`src/rtl/sprite_compositor.sv`:
```
// Pipelined sprite-layer compositor: per-layer hit/ROM addressing, ROM latency alignment, priority + colour key.
// Optional per-frame collision mask, built only when SPRITE_COMP_COLLIDE_EN is defined.

module sprite_lane #(
  parameter int COORD_W  = 11,
  parameter int SPRITE_W = 32,
  parameter int SPRITE_H = 32,
  parameter int ADDR_W   = 10
) (
  input  logic [COORD_W-1:0] cx_i,
  input  logic [COORD_W-1:0] cy_i,
  input  logic [COORD_W-1:0] lx_i,
  input  logic [COORD_W-1:0] ly_i,
  input  logic               en_i,
  output logic               hit_o,
  output logic [ADDR_W-1:0]  addr_o
);
  logic [COORD_W:0]   x_end, y_end;
  logic [COORD_W-1:0] dx, dy;

  // Upper bounds carry one extra bit so sprites at the coordinate edge never wrap.
  always_comb begin
    x_end  = {1'b0, lx_i} + (COORD_W+1)'(SPRITE_W);
    y_end  = {1'b0, ly_i} + (COORD_W+1)'(SPRITE_H);
    dx     = cx_i - lx_i;
    dy     = cy_i - ly_i;
    hit_o  = en_i && (cx_i >= lx_i) && ({1'b0, cx_i} < x_end)
                  && (cy_i >= ly_i) && ({1'b0, cy_i} < y_end);
    addr_o = '0;
    if (hit_o) addr_o = ADDR_W'(dx) + ADDR_W'(dy * SPRITE_W);
  end
endmodule

module sprite_compositor #(
  parameter int          NUM_LAYERS  = 4,
  parameter int          COORD_W     = 11,
  parameter int          SPRITE_W    = 32,
  parameter int          SPRITE_H    = 32,
  parameter int          ROM_LAT     = 1,
  parameter logic [11:0] TRANSPARENT = 12'h000,
  localparam int         ADDR_W      = $clog2(SPRITE_W*SPRITE_H),
  localparam int         LYR_W       = $clog2(NUM_LAYERS+1)
) (
  input  logic                           clk,
  input  logic                           rst,
  input  logic                           pix_valid_i,
  input  logic                           frame_start_i,
  input  logic [COORD_W-1:0]             curr_x_i,
  input  logic [COORD_W-1:0]             curr_y_i,
  input  logic [NUM_LAYERS*COORD_W-1:0]  layer_x_i,
  input  logic [NUM_LAYERS*COORD_W-1:0]  layer_y_i,
  input  logic [NUM_LAYERS-1:0]          layer_en_i,
  input  logic [11:0]                    bg_color_i,
  output logic [NUM_LAYERS*ADDR_W-1:0]   rom_addr_o,
  input  logic [NUM_LAYERS*12-1:0]       rom_data_i,
  output logic                           out_valid_o,
  output logic [11:0]                    out_color_o,
  output logic [LYR_W-1:0]               out_layer_o,
  output logic [NUM_LAYERS-1:0]          collide_frame_o
);
  logic [NUM_LAYERS-1:0]              hit_c;
  logic [NUM_LAYERS-1:0][ADDR_W-1:0]  addr_c;
  logic [NUM_LAYERS-1:0][ADDR_W-1:0]  rom_addr_q;

  for (genvar k = 0; k < NUM_LAYERS; k++) begin : g_lane
    sprite_lane #(
      .COORD_W (COORD_W), .SPRITE_W(SPRITE_W), .SPRITE_H(SPRITE_H), .ADDR_W(ADDR_W)
    ) u_lane (
      .cx_i  (curr_x_i),
      .cy_i  (curr_y_i),
      .lx_i  (layer_x_i[k*COORD_W +: COORD_W]),
      .ly_i  (layer_y_i[k*COORD_W +: COORD_W]),
      .en_i  (layer_en_i[k]),
      .hit_o (hit_c[k]),
      .addr_o(addr_c[k])
    );
  end

  // Index 0 is the stage-A register; index ROM_LAT lines up with rom_data_i.
  logic [ROM_LAT:0]                  vld_pipe;
  logic [ROM_LAT:0][NUM_LAYERS-1:0]  hit_pipe;
  logic [ROM_LAT:0][11:0]            bg_pipe;

  always_ff @(posedge clk) begin
    if (!rst) begin
      vld_pipe   <= '0;
      hit_pipe   <= '0;
      bg_pipe    <= '0;
      rom_addr_q <= '0;
    end else begin
      vld_pipe   <= {vld_pipe[ROM_LAT-1:0], pix_valid_i};
      hit_pipe   <= {hit_pipe[ROM_LAT-1:0], hit_c};
      bg_pipe    <= {bg_pipe[ROM_LAT-1:0], bg_color_i};
      rom_addr_q <= addr_c;
    end
  end

  assign rom_addr_o = rom_addr_q;

  logic [NUM_LAYERS-1:0] opaque;
  logic [11:0]           color_d;
  logic [LYR_W-1:0]      layer_d;

  // Descending scan so the lowest opaque index is the final assignment.
  always_comb begin
    color_d = bg_pipe[ROM_LAT];
    layer_d = LYR_W'(NUM_LAYERS);
    for (int k = 0; k < NUM_LAYERS; k++)
      opaque[k] = hit_pipe[ROM_LAT][k] && (rom_data_i[k*12 +: 12] != TRANSPARENT);
    for (int k = NUM_LAYERS-1; k >= 0; k--) begin
      if (opaque[k]) begin
        color_d = rom_data_i[k*12 +: 12];
        layer_d = LYR_W'(k);
      end
    end
    if (!vld_pipe[ROM_LAT]) begin
      color_d = '0;
      layer_d = LYR_W'(NUM_LAYERS);
    end
  end

  logic             out_valid_q;
  logic [11:0]      out_color_q;
  logic [LYR_W-1:0] out_layer_q;

  always_ff @(posedge clk) begin
    if (!rst) begin
      out_valid_q <= 1'b0;
      out_color_q <= '0;
      out_layer_q <= LYR_W'(NUM_LAYERS);
    end else begin
      out_valid_q <= vld_pipe[ROM_LAT];
      out_color_q <= color_d;
      out_layer_q <= layer_d;
    end
  end

  assign out_valid_o = out_valid_q;
  assign out_color_o = out_color_q;
  assign out_layer_o = out_layer_q;

`ifdef SPRITE_COMP_COLLIDE_EN
  logic [NUM_LAYERS-1:0] acc_q, collide_q, contrib;

  // Only a pixel with two or more opaque layers marks a collision.
  assign contrib = (vld_pipe[ROM_LAT] && ((opaque & (opaque - 1'b1)) != '0)) ? opaque : '0;

  always_ff @(posedge clk) begin
    if (!rst) begin
      acc_q     <= '0;
      collide_q <= '0;
    end else if (frame_start_i) begin
      collide_q <= acc_q | contrib;
      acc_q     <= '0;
    end else begin
      acc_q     <= acc_q | contrib;
    end
  end

  assign collide_frame_o = collide_q;
`else
  logic unused_frame_start;
  assign unused_frame_start = frame_start_i;
  assign collide_frame_o    = '0;
`endif

endmodule

```
`config.mk`:
```
export PLATFORM = sky130hd
export DESIGN_NAME = sprite_compositor
export DESIGN_NICKNAME = d
export VERILOG_FILES = /design/src/rtl/sprite_compositor.sv
export SDC_FILE = /design/constraint.sdc
export NUM_CORES = 1
export LEC_CHECK = 0
export CORE_UTILIZATION = 50
export DETAILED_ROUTE_END_ITERATION = 16
export DONT_BUFFER_PORTS = 1
export GPL_TIMING_DRIVEN = 0
export PLACE_DENSITY = 0.68
export SLEW_MARGIN = 20
export SYNTH_ARGS = -nofsm -noshare
export SYNTH_HDL_FRONTEND = slang
export SYNTH_SLANG_ARGS = --single-unit
```
`constraint.sdc`:
```
create_clock -name clk -period 2.85 [get_ports clk]
set_clock_uncertainty 0.2 [all_clocks]
set_input_delay 0.4275 -clock clk [delete_from_list [all_inputs] [get_ports clk]]
set_output_delay 0.4275 -clock clk [all_outputs]
set_load 0.02 [all_outputs]
```
==> results.yml, run 1 <==
pwr:
  power.density_mw_per_mm2: 419
  power.share.clock_pct: 27.8
  p_sw_share_pct: 35.2
  leakage_nw: 4.71
  switchingPower_mw: 1.48
  power_frac_comb_pct: 41.0
  power.internal_mw: 2.71
  ir_drop_mv: 0.493
  sequentialPowerShare_pct: 31.2
  p_total_mw: 4.19
cells_and_area:
  fillers: 1679
  layout-drive-gt1-share_pct: 6.62
  multi_input_area_mm2: 0.00684
  fin_nets: 1491
  syn_to_final_growth_pct: 8.82
  final_cell_mix: "ha_1, inv_1, dfxtp_1, a21oi_1, nor2_1"
  seq_area_mm2: 0.00180
  final_common_cell: "ha_1"
  diodes: 0
grt:
  antenna_found_initial: 0
  grt_overflow_total: 0
  track_usage_pct: 24.7
  grt_pass1_wl_um: 35700
  grt_max_degree: 19
  grt_pass1_vias: 7115
sta:
  finalHoldWorstSlack_ps: 16.7
  max_slew_margin_pct: 43.4
  fin_ws_ps: -16.2
  setup_viol: 1
  rsz0062_at_grt: "yes"
  timing.final.crit_share_pct: 101
  tightest_slew_ps: 850
  fmax_ghz: 0.349
  slew_viol_final: 0
  hold_viol: 0
  period_minus_slack_ps: 2870
logic_synthesis:
  syn_inst: 1076
  synth.ff_latch_count: 90
  syn-cell-area_mm2: 0.00920
  synth_warnings: 0
  synth.distinct_cells: 62
  ys_seq_area_share_pct: 19.6
  async_flop_share_pct: 0
  synth-edff-count: 0
  synthFlopType: "dfxtp_1"
  syn_avg_cell_area_um2: 8.55
critical_path:
  r2r-end: "out_color_o[9]"
  critPathMaxFanout: 4
  r2r_slack_ps: 1240
  cp_cell_sequence: "clkinvlp_4 -> buf_4 -> ha_4 -> fa_2 -> xor2_2 -> fa_1 -> inv_1 -> ha_4 -> or2_4 -> a21oi_2 -> a21oi_1 -> xor2_1 -> nor3_2"
  max_stage_delay_ps: 480
  crit_cells: 13
  rr_worst_depth: 7
  crit_path_frequent_cell: "ha_4"
  critPathCaptureType: "register"
  cpLargestDelayFamily: "adder cells"
  cp_slowest_cell: "fa_1"
  start_kind: "input pin"
  cp_data_arrival_time_ps: 2930
  cp.required_ps: 2910
  crit_end: "rom_addr_o[29]"
  r2r_start: "hit_pipe[7]"
  cp-startpoint: "curr_y_i[0]"
  path_class: "input pin to register"
  path_buf_inv: 3
place:
  place_ws_ps: -382
  routabilityCongestion: 0.904
  dp_hpwl_um: 20300
  io_buffers: 0
clock_network:
  cts.clk_slew.worst_paths_ps: 70
  clock_latency_ps: 340
  cts_tree: "done"
  cts_buffers: 9
  clkSinkCount: 90
  clk_path_buf_depth: 2
  clockRootBuffer: "clkbuf_16"
  htreeDepth: 3
detailed_routing:
  drtIter0Drc: 356
  vias: 7258
  postRouteAntennaNets: 0
  routedWlPerCell_um: 17.6
  drt_wl_total_um: 23400
  viasPerCell: 5.45
  drc: 0
  dr.pass1.iters: 4
floorplan:
  die_y_um: 138
  initial_core_util_pct: 51.0
  die_area_mm2: 0.0189
  fp.dieW_um: 138
  num_rows: 49
  ioPinCount: 238
  core_region_area_mm2: 0.0180
status:
  status: "finished, violations left"
  violations: "negative setup slack"
worst_hold_path:
  min_path_type: "input pin to register"
flow_run:
  drv_cap: 0
[Yosys cell counts (4+ instances only)]
| library cell | n | area (um^2) |
|---|---|---|
| ha_1 | 176 | 2200 |
| inv_1 | 158 | 593 |
| dfxtp_1 | 90 | 1800 |
| a21oi_1 | 62 | 310 |
| nor2_1 | 57 | 214 |
| xnor2_1 | 51 | 447 |
| nand3_1 | 45 | 225 |
| nand2_1 | 43 | 161 |
| fa_1 | 40 | 801 |
| and2_1 | 30 | 188 |
| o21ai_1 | 30 | 150 |
| nor3_1 | 27 | 135 |
| o21ai_0 | 25 | 125 |
| a21o_1 | 23 | 173 |
| xor2_1 | 23 | 201 |
| nand2b_1 | 22 | 138 |
| nor2b_1 | 17 | 106 |
| a22oi_1 | 16 | 120 |
| a211oi_1 | 10 | 75.1 |
| clkbuf_1 | 10 | 37.5 |
| nand4_1 | 9 | 56.3 |
| nor3_2 | 9 | 90.1 |
| o211ai_1 | 7 | 52.6 |
| nor4_1 | 6 | 37.5 |
| o21a_1 | 6 | 45.0 |
| a31oi_1 | 5 | 31.3 |
| o311a_1 | 5 | 50.1 |
| a2111oi_0 | 4 | 35.0 |
| and3_1 | 4 | 25.0 |
| buf_2 | 4 | 20.0 |
| buf_4 | 4 | 30.0 |
| mux2i_1 | 4 | 40.0 |
| nand4b_1 | 4 | 35.0 |
| o31ai_1 | 4 | 30.0 |
| o41ai_1 | 4 | 35.0 |
| or4_1 | 4 | 30.0 |
[sequential cells by signal, indices dropped and copies added, names as in the netlist]
signal,cells
bg_pipe,24
hit_pipe,8
out_color_o,12
out_layer_o,3
out_valid_o,1
rom_addr_o,40
vld_pipe,2
[metal layers]
metal  up-vias  global-route usage (%)  routed length, um
li1       3736                       -                  -
met1      3274                    28.4               9670
met2       222                    44.2              11200
met3        26                    7.43               2160
met4         0                    6.35                404
met5         -                       0                  0
[power groups by stage]
| stage | clock network, mW | logic, mW | registers, mW |
|---|---|---|---|
| after floorplan | 0 | 1.36 | 1.33 |
| after global placement | 0 | 1.63 | 1.34 |
| after detailed placement | 0 | 1.66 | 1.34 |
| after CTS | 1.19 | 1.68 | 1.31 |
| after global routing | 1.23 | 1.95 | 1.31 |
| final | 1.16 | 1.72 | 1.31 |
[cell type report]
type	count	share of cell area (%)
multi-input cells	810	68.4
flip-flops and latches	90	18.0
inverters	159	6.00
well taps	229	2.86
clock buffers	9	2.25
plain buffers	20	1.13
clock inverters	7	0.725
repair buffers	7	0.650
[through the flow]
stage | instances | TNS, ps | instance area, um^2 | util [%]
2_1_floorplan | 1079 | -519 | 9310 | -
3_3_place_gp | 1308 | -4740 | 9600 | 53.3
3_5_place_dp | 1308 | -5240 | 9600 | 53.3
4_1_cts | 1326 | -42.3 | 9920 | 55.0
5_1_grt | 1331 | -103 | 10000 | 55.5
6_report | 1331 | -16.2 | 10000 | 55.5
[logic make-up (layout without fill, tap and decap cells)]
family                     after synthesis  count (layout)  synth area share, %
AOI/OAI and AO/OA                      222             222                 15.7
xor gates and xnor gates                74              74                 7.05
adders and majority gates              216             216                 32.7
buffers and inverters                  179             202                 7.69
DFF                                     90              90                 19.6
muxes                                    4               4                0.435
other                                    1               4               0.0408
and+or+nand+nor                        290             290                 16.8
[how the worst min path moves through the flow]
stage / start / to / cells past startpoint
CTS: bg_color_i[10] / bg_pipe[10] / 1
detailed placement: bg_pipe[4] / bg_pipe[16] / 1
global route: pix_valid_i / vld_pipe[0] / 1
finish: bg_color_i[9] / bg_pipe[9] / 1
floorplan: bg_pipe[0] / bg_pipe[12] / 1
global placement: hit_pipe[2] / hit_pipe[6] / 1
[what timing repair did]
| item | in CTS | in global routing |
|---|---|---|
| endpoints found under the setup margin | 3 | 10 |
| buffers inserted | 0 | 2 |
| endpoints found under the hold margin | 2 | 3 |
| resized for setup | 0 | 13 |
| hold buffers | 2 | 3 |
| pin swaps | 1 | 9 |
Power figures use the tool's default switching activity.
==> inputs of run 2 (changes only) <==
Settings changed: CAP_MARGIN from default to 0.
==> results of run 2 <==
The final DEF is identical to that of run 1; final timing and power are the same.
